===== config.mk =====
export PLATFORM = sky130hd
export DESIGN_NAME = arith_dec_ctrl
export DESIGN_NICKNAME = d
export VERILOG_FILES = /design/src/rtl/arith_dec_pkg.sv /design/src/rtl/arith_dec_bit_counter.sv /design/src/rtl/arith_dec_ctrl.sv
export SDC_FILE = /design/constraint.sdc
export NUM_CORES = 1
export LEC_CHECK = 0
export ABC_CLOCK_PERIOD_IN_PS = 3790
export BUFFER_PORTS_ARGS = -buffer_cell sky130_fd_sc_hd__buf_2
export CAP_MARGIN = 30
export CORE_ASPECT_RATIO = 1.2
export CORE_UTILIZATION = 45
export CTS_CLUSTER_DIAMETER = 60
export DETAILED_ROUTE_END_ITERATION = 6
export PLACE_DENSITY = 0.76
export SLEW_MARGIN = 20
export SYNTH_ARGS = -nofsm -noshare
export SYNTH_HDL_FRONTEND = slang
export SYNTH_HIERARCHICAL = 1
export SYNTH_SLANG_ARGS = --single-unit
export TNS_END_PERCENT = 50

===== constraint.sdc =====
create_clock -name clk -period 3.79 [get_ports clk]
set_clock_uncertainty 0.05 [all_clocks]
set_input_delay 0.379 -clock clk [delete_from_list [all_inputs] [get_ports clk]]
set_output_delay 0.379 -clock clk [all_outputs]
set_load 0.01 [all_outputs]

===== src/rtl/arith_dec_pkg.sv =====
`default_nettype none
// ============================================================================
//  Module      : arith_dec_pkg
//  Description : Shared constants for the arithmetic decoder control block:
//                state encoding, shift width, byte size and default sizing.
//  Revision    : 1.0  initial release
// ============================================================================
package arith_dec_pkg;

    localparam int C_SHIFT_W             = 4;
    localparam int C_BYTE_BITS           = 8;
    localparam int C_INIT_BYTES_DEF      = 2;
    localparam int C_REFILL_THRESH_DEF   = 16;
    localparam int C_AVAIL_W_DEF         = 6;

    localparam logic [2:0] C_ST_RST    = 3'd0;
    localparam logic [2:0] C_ST_INIT   = 3'd1;
    localparam logic [2:0] C_ST_IDLE   = 3'd2;
    localparam logic [2:0] C_ST_S1     = 3'd3;
    localparam logic [2:0] C_ST_S2     = 3'd4;
    localparam logic [2:0] C_ST_S3     = 3'd5;
    localparam logic [2:0] C_ST_REFILL = 3'd6;

    typedef enum logic [2:0] {
        ST_RST    = C_ST_RST,
        ST_INIT   = C_ST_INIT,
        ST_IDLE   = C_ST_IDLE,
        ST_S1     = C_ST_S1,
        ST_S2     = C_ST_S2,
        ST_S3     = C_ST_S3,
        ST_REFILL = C_ST_REFILL
    } state_t;

endpackage
`default_nettype wire


===== src/rtl/arith_dec_bit_counter.sv =====
`default_nettype none
// ============================================================================
//  Module      : arith_dec_bit_counter
//  Description : Tracks the number of valid bits in the dif window. Adds a
//                byte on each load, subtracts the renormalization shift with
//                saturation at zero, and raises a sticky underflow flag.
//                Also reports whether the post-update count is below the
//                refill threshold so the FSM can pick its next state.
//  Revision    : 1.0  initial release
// ============================================================================
module arith_dec_bit_counter
    import arith_dec_pkg::*;
#(
    parameter int AVAIL_W       = C_AVAIL_W_DEF,
    parameter int REFILL_THRESH = C_REFILL_THRESH_DEF
) (
    input  logic                 clk,
    input  logic                 reset_ctrl,
    input  logic                 load,
    input  logic                 sub,
    input  logic [C_SHIFT_W-1:0] shift,
    output logic [AVAIL_W-1:0]   bits_avail,
    output logic                 dec_err,
    output logic                 below_thresh
);

    logic [AVAIL_W-1:0] r_avail;
    logic               r_err;
    logic [AVAIL_W-1:0] w_shift_ext;
    logic [AVAIL_W-1:0] w_avail_nxt;
    logic               w_underflow;

    assign w_shift_ext = AVAIL_W'(shift);
    assign w_underflow = sub && (w_shift_ext > r_avail);

    // Next bit count: loads and the ST3 subtract never coincide
    always_comb begin
        w_avail_nxt = r_avail;
        if (load) begin
            w_avail_nxt = r_avail + AVAIL_W'(C_BYTE_BITS);
        end else if (sub) begin
            w_avail_nxt = w_underflow ? '0 : (r_avail - w_shift_ext);
        end
    end

    assign below_thresh = (w_avail_nxt < AVAIL_W'(REFILL_THRESH));

    // Bit count register and sticky underflow flag
    always_ff @(posedge clk or negedge reset_ctrl) begin
        if (!reset_ctrl) begin
            r_avail <= '0;
            r_err   <= 1'b0;
        end else begin
            r_avail <= w_avail_nxt;
            r_err   <= r_err | w_underflow;
        end
    end

    assign bits_avail = r_avail;
    assign dec_err    = r_err;

endmodule
`default_nettype wire


===== src/rtl/arith_dec_ctrl.sv =====
`default_nettype none
// ============================================================================
//  Module      : arith_dec_ctrl
//  Description : Control FSM for the 3-stage arithmetic decoder pipeline
//                (CDF/range, symbol compare, renormalize). Issues one-hot
//                stage enables for one symbol at a time and keeps the dif
//                window topped up from the byte stream.
//                Optional feature macro: ARITH_DEC_STALL_CNT_EN adds a
//                saturating 16-bit stall_cnt output.
//  Revision    : 1.0  initial release
// ============================================================================
module arith_dec_ctrl
    import arith_dec_pkg::*;
#(
    parameter int INIT_BYTES    = C_INIT_BYTES_DEF,
    parameter int REFILL_THRESH = C_REFILL_THRESH_DEF,
    parameter int AVAIL_W       = C_AVAIL_W_DEF
) (
    input  logic                 clk,
    input  logic                 reset_ctrl,
    input  logic                 sym_valid,
    output logic                 sym_ready,
    input  logic [C_SHIFT_W-1:0] renorm_shift,
    input  logic                 byte_valid,
    output logic                 byte_ready,
    input  logic                 stream_end,
    output logic                 byte_load,
    output logic                 pad_load,
    output logic                 en_s1,
    output logic                 en_s2,
    output logic                 en_s3,
    output logic                 sym_done,
    output logic [AVAIL_W-1:0]   bits_avail,
    output logic                 dec_err
`ifdef ARITH_DEC_STALL_CNT_EN
    ,
    output logic [15:0]          stall_cnt
`endif
);

    localparam int INIT_CNT_W = (INIT_BYTES < 2) ? 1 : $clog2(INIT_BYTES);

    state_t                 r_state;
    state_t                 w_state_nxt;
    logic [INIT_CNT_W-1:0]  r_init_cnt;
    logic                   w_loading;
    logic                   w_load;
    logic                   w_sub;
    logic                   w_below;
    logic                   w_init_last;

    // Byte slot handling is shared by INIT and REFILL; a real byte beats padding
    assign w_loading   = (r_state == ST_INIT) || (r_state == ST_REFILL);
    assign byte_load   = w_loading && byte_valid;
    assign pad_load    = w_loading && !byte_valid && stream_end;
    assign w_load      = byte_load || pad_load;
    assign w_sub       = (r_state == ST_S3);
    assign w_init_last = (r_init_cnt == INIT_CNT_W'(INIT_BYTES - 1));

    arith_dec_bit_counter #(
        .AVAIL_W       (AVAIL_W),
        .REFILL_THRESH (REFILL_THRESH)
    ) u_bit_counter (
        .clk          (clk),
        .reset_ctrl   (reset_ctrl),
        .load         (w_load),
        .sub          (w_sub),
        .shift        (renorm_shift),
        .bits_avail   (bits_avail),
        .dec_err      (dec_err),
        .below_thresh (w_below)
    );

    // State register
    always_ff @(posedge clk or negedge reset_ctrl) begin
        if (!reset_ctrl) begin
            r_state <= ST_RST;
        end else begin
            r_state <= w_state_nxt;
        end
    end

    // Next-state logic and Moore outputs
    always_comb begin
        w_state_nxt = r_state;
        sym_ready   = 1'b0;
        byte_ready  = 1'b0;
        en_s1       = 1'b0;
        en_s2       = 1'b0;
        en_s3       = 1'b0;
        sym_done    = 1'b0;
        case (r_state)
            ST_RST: begin
                w_state_nxt = ST_INIT;
            end
            ST_INIT: begin
                byte_ready = 1'b1;
                if (w_load && w_init_last) begin
                    w_state_nxt = ST_IDLE;
                end
            end
            ST_IDLE: begin
                sym_ready = 1'b1;
                if (sym_valid) begin
                    w_state_nxt = ST_S1;
                end
            end
            ST_S1: begin
                en_s1       = 1'b1;
                w_state_nxt = ST_S2;
            end
            ST_S2: begin
                en_s2       = 1'b1;
                w_state_nxt = ST_S3;
            end
            ST_S3: begin
                en_s3       = 1'b1;
                sym_done    = 1'b1;
                w_state_nxt = w_below ? ST_REFILL : ST_IDLE;
            end
            ST_REFILL: begin
                byte_ready = 1'b1;
                if (w_load && !w_below) begin
                    w_state_nxt = ST_IDLE;
                end
            end
            default: begin
                w_state_nxt = ST_RST;
            end
        endcase
    end

    // Counts bytes loaded during INIT
    always_ff @(posedge clk or negedge reset_ctrl) begin
        if (!reset_ctrl) begin
            r_init_cnt <= '0;
        end else if (r_state == ST_RST) begin
            r_init_cnt <= '0;
        end else if ((r_state == ST_INIT) && w_load) begin
            r_init_cnt <= r_init_cnt + INIT_CNT_W'(1);
        end
    end

`ifdef ARITH_DEC_STALL_CNT_EN
    // Counts loading cycles starved of both a byte and end-of-stream
    always_ff @(posedge clk or negedge reset_ctrl) begin
        if (!reset_ctrl) begin
            stall_cnt <= '0;
        end else if (w_loading && !byte_valid && !stream_end && (stall_cnt != 16'hFFFF)) begin
            stall_cnt <= stall_cnt + 16'd1;
        end
    end
`endif

endmodule
`default_nettype wire

; After elaboration in Yosys (flattened, before gate mapping)
; Index checks and enable logic that the tools add are counted.
[word_totals]
ff_bits = 11
in_bits = 9
out_inout_bits = 15
[op_classes]
addsub = 3
order_cmp = 2
n_eq_ne = 9
mux = 15
bitwise = 1
reduce_logical = 15
[op_table]
columns = cell, n
row1 = $pmux 3 s7, 1
row2 = $mux 6, 3
row3 = $mux 3, 4
row4 = $eq 3x3->1 const B, 3
row5 = $logic_and 1x1->1, 7
row6 = $mux 1, 7
row7 = $add 6x4->6 const B, 1
row8 = $eq 3x2->1 const B, 2
row9 = $gt 4x6->1, 1
row10 = $lt 6x5->1 const B, 1
row11 = $sub 6x4->6, 1
row12 = $ne 2x1->1 const B, 2
row13 = $eq 3x1->1 const B, 1
row14 = $logic_not 3->1, 1
row15 = $reduce_and 3->1, 1
row16 = $logic_not 1->1, 2
row17 = $logic_or 1x1->1, 2
row18 = $ne 2x2->1 const B, 1
row19 = $reduce_bool 2->1, 1
row20 = $reduce_or 2->1, 1
row21 = $add 1x1->1 const B, 1
row22 = $or 1x1->1, 1

; Longest topological paths before layout
[depth]
depth_word = 11
mapped_depth = 10
ltp_nobuf = 10

; Hierarchy
; Netlist, hierarchy kept.
[by_module_without_submodules]
columns = module, instances, cells_per_inst, area_each_um2, seq_area_each_um2
row1 = arith_dec_bit_counter, 1, 57, 525.5, 175.2
row2 = arith_dec_ctrl, 1, 32, 271.5, 100.1

; Least setup slack after synthesis
; No wires, ideal clock.
[synth_path]
path_type = reg-to-reg
startpoint = register r_state[1]
endpoint = register r_state[2]
t_arrival_ps = 2506
required_ps = 3620
slack_ps = 1114
path_stages_with_launch = 10
period_less_slack_ps = 2676
cell_sequence = dfrtp_1 > and2b_1 > mux2i_1 > nor2_1 > nand2b_4 > or3_1 > o31a_1 > o221a_1 > or3_1 > a31o_1
[synth_via]
elab_chain_len = 11
elab_cells_between_ends = 26
cone_classes = order compare (1) / eq/ne (9) / mux (5) / reduce/logical (11)
[synth_lines]
columns = element, line_no
row1 = start: declaration, arith_dec_ctrl.sv:43  ; state_t r_state;
row2 = start signal: assignment, arith_dec_ctrl.sv:79  ; r_state <= w_state_nxt;
row3 = $eq 3x1->1 or $eq 3x3->1 (tied branches), arith_dec_ctrl.sv:53  ; assign w_loading = (r_state == ST_INIT) || (r_state == ST_REFILL);
row4 = $logic_or 1x1->1 *, arith_dec_ctrl.sv:53
row5 = $logic_and 1x1->1 (2 in a row), arith_dec_ctrl.sv:55  ; assign pad_load = w_loading && !byte_valid && stream_end;
row6 = $logic_or 1x1->1 *, arith_dec_ctrl.sv:56  ; assign w_load = byte_load || pad_load;
row7 = via w_load, arith_dec_ctrl.sv:47  ; logic w_load;
row8 = $mux 6 *, arith_dec_bit_counter.sv:39  ; if (load) begin
row9 = $lt 6x5->1 *, arith_dec_bit_counter.sv:46  ; assign below_thresh = (w_avail_nxt < AVAIL_W'(REFILL_THRESH));
row10 = via w_below, arith_dec_ctrl.sv:49  ; logic w_below;
row11 = $logic_not 1->1, arith_dec_ctrl.sv:123  ; if (w_load && !w_below) begin
row12 = $logic_and 1x1->1, arith_dec_ctrl.sv:123
row13 = $ne 2x1->1 (no line), n/a
row14 = $reduce_and 3->1 (no line), n/a
; The timed path passes the listed nets; every way through them passes the cells marked *.
; A chain may end at the register's enable or synchronous reset.

; Final worst setup path
; Ends and elaborated chain as after synthesis.

==> results by group <==
Run status
  • Status: finished clean

Timing
  • Final worst path period share: 0.769
  • Worst-margin pin slew: 0.375 ns
  • Min Tclk post-route: 2.91 ns
  • Rel. slew slack: 0.744
  • Total negative setup slack: 0 ns
  • Final setup fails: 0
  • Max Freq: 0.343 GHz
  • Hold Vio Cnt, Final: 0
  • Slew Limit Fails: 0
  • RSZ-0062 raised after global routing: no

Logic synthesis
  • Ys flop type: dfrtp_1
  • Post-synthesis instance total: 89
  • Post-synth EDFFs: 0
  • #FFs+latches synth: 11
  • Yosys top cell area share: 0.345
  • Top cells by area, synth: dfrtp_1, ha_1, o21ai_0
  • Synth Net Count: 104
  • Sequential share of the synthesized area: 0.345
  • Count of cell types in the netlist: 37
  • Syn Std Cell Area: 797 µm²
  • Yosys top cell by area: dfrtp_1
  • Warnings, synthesis: 6
  • Average size of a mapped cell: 8.96 µm²
  • Async SR Flop Fraction: 1.00

Critical path
  • Reg2Reg Setup Slack: 0.88 ns
  • Startpoint class of the critical path: flop
  • Cell Chain, Critical Path: and2b_1, mux2i_1, nor2_1, nand2b_4, or3_1, o31a_1, o221a_1, or3_1, a31o_1
  • Setup crit end kind: flop
  • Critical path class: reg2reg
  • CP Buf/Inv Count: 0
  • WP data required: 3.89 ns
  • R2R depth: 9
  • CP max stage cell: dfrtp_1
  • CP delay by family, top: simple AND/OR/NAND/NOR gates
  • Crit-path max FO: 7
  • Critical path data arrival time: 3.01 ns
  • Most used cell, CP: or3_1
  • Crit path largest cell delay: 0.44 ns
  • Levels on crit path: 9

Clock tree
  • Htree depth: 1
  • Skew-Pair Late Insertion Delay: 0.27 ns
  • Cts bufs inserted: 3
  • # resized after CTS: 0
  • CTS root buf: clkbuf_4
  • Worst-path clk slew: 0.07 ns
  • Clock Sinks: 11
  • CTS tree: yes
  • Clock tree buffer depth: 2

Detailed routing
  • Metal2 WL: 834 µm
  • DR vias: 719
  • Final WL: 1.66 mm
  • Per-cell routed wire length: 12.5 µm
  • WL met1: 742 µm
  • 1st-iter DRT viols: 10
  • DR WL met3: 69 µm
  • Via density: 5.41
  • Router iterations before antenna repair: 4
  • Max Used Layer: met4
  • DRC violations left: 0
  • Antenna Violating Nets Remaining: 0

Final layout
  • Final nets: 131
  • Area growth syn-to-layout: 20.3%
  • Layout cell share with drive strength beyond 1: 0.270
  • Finished Core Util: 0.584
  • Post-Layout Cell Count: 133
  • Most frequent cells in the layout: buf_2, dfrtp_1, inv_1
  • Commonest non-fill, non-tap cell in the layout: buf_2
  • # diodes: 0

Pwr
  • PD cells: 805 nW/µm²
  • Clk pwr share: 0.102
  • Pwr Total: 771 µW
  • Sw Ratio: 0.454
  • NetSw: 350 µW
  • Comb power frac: 0.584
  • Leakage: 0.492 nW
  • Int Pwr: 422 µW
  • Peak supply drop: 388 µV
  • Seq pwr share: 0.314

Die
  • Initial core utilization: 0.486
  • Core area: 1640 µm²
  • Site row count: 16
  • Die Wd: 40.4 µm
  • Die height: 48.1 µm
  • Full die area: 1940 µm²
  • # IOs: 24

Global route
  • Vias in the first global route: 602
  • First-pass GRT wire length: 2.60 mm
  • GRT overflow: 0
  • Total Routing Usage GR: 0.196
  • Antenna violations before repair: 0
  • Largest net degree at the start of global routing: 12

Min path
  • Hold path cells: 3
  • HP Class: in2reg

Placed design
  • Placer's final routability congestion estimate: 0.760
  • Post-DP HPWL: 1.26 mm
  • Dpl cells: 128
  • Count of buffers from port buffering: 23

Job
  • Max_cap viols: 0
[state kept, by name, indices dropped and copies added, names as in the netlist]
signal and count:
r_state 3, r_init_cnt 1, u_bit_counter/bits_avail 6, u_bit_counter/dec_err 1
[worst paths after layout]
check                                      start                     endpoint
max reg2reg                           r_state[1]                   r_state[2]
min in group asynchronous             reset_ctrl                   r_init_cnt
max                                   r_state[1]                   r_state[2]
min reg2reg                u_bit_counter/dec_err        u_bit_counter/dec_err
max in group asynchronous             reset_ctrl  u_bit_counter/bits_avail[5]
min                                    sym_valid                   r_state[0]
[worst min-delay path: stages]
cell,delay (ns)
buf_2,0.08
a2bb2oi_1,0.05
o22ai_1,0.12
[layer usage]
metal	global-route usage	vias to the layer above
met5	0	-
met4	0.100	0
met3	0.0137	2
met2	0.327	16
met1	0.251	337
li1	-	364
[power by group through the flow]
stage          Sequential [mW]  Clock [mW]  Combinational [mW]
2_1_floorplan            0.240           0               0.321
3_5_place_dp             0.244           0               0.443
4_1_cts                  0.243      0.0833               0.451
3_3_place_gp             0.243           0               0.436
5_1_grt                  0.254      0.0894               0.510
6_report                 0.242      0.0788               0.450
[area by class of cell]
| class | instances | area, µm² |
|---|---|---|
| Timing Repair Buffer | 24 | 125 |
| Tap cell | 18 | 22.5 |
| Fill cell | 151 | 683 |
| Multi-Input combinational cell | 66 | 472 |
| Inverter | 10 | 37.5 |
| Clock buffer | 4 | 26.3 |
| Sequential cell | 11 | 275 |
[cell usage after synthesis (2+ instances only)]
cell / count
a21oi_1: 2
o21ai_0: 8
ha_1: 5
mux2i_1: 3
nor2b_1: 2
or3_1: 2
nand2_1: 5
nand2b_1: 3
dfrtp_1: 11
a211oi_1: 2
a21o_1: 3
o22ai_1: 2
inv_1: 9
nor2_1: 7
nor3_1: 3
[cells by family after synthesis]
| logic type | count (synthesis) | synth area share |
|---|---|---|
| flops | 11 | 0.345 |
| mux | 3 | 0.0377 |
| compound gates | 27 | 0.237 |
| fa+ha+maj | 6 | 0.104 |
| simple gates | 29 | 0.203 |
| xor+xnor | 1 | 0.0110 |
| buf+inv | 12 | 0.0628 |
[stage by stage]
step / hold WS (ns) / setup slack [ns] / area (µm²)
floorplan: 0.0334 / 1.11 / 797
global placement: 0.213 / 1.01 / 922
detailed placement: 0.214 / 0.943 / 922
CTS: 0.353 / 0.886 / 958
global route: 0.372 / 0.699 / 958
finish: 0.360 / 0.876 / 958
[timing repair]
| item | 4_1_cts | 5_1_grt |
|---|---|---|
| hold buffers | 1 | 0 |
| hold endpoints to repair | 11 | 0 |
| buffers inserted | 0 | 0 |
| endpoints found under the setup margin | 0 | 0 |
Note: power is estimated with default switching activity, not from simulation.
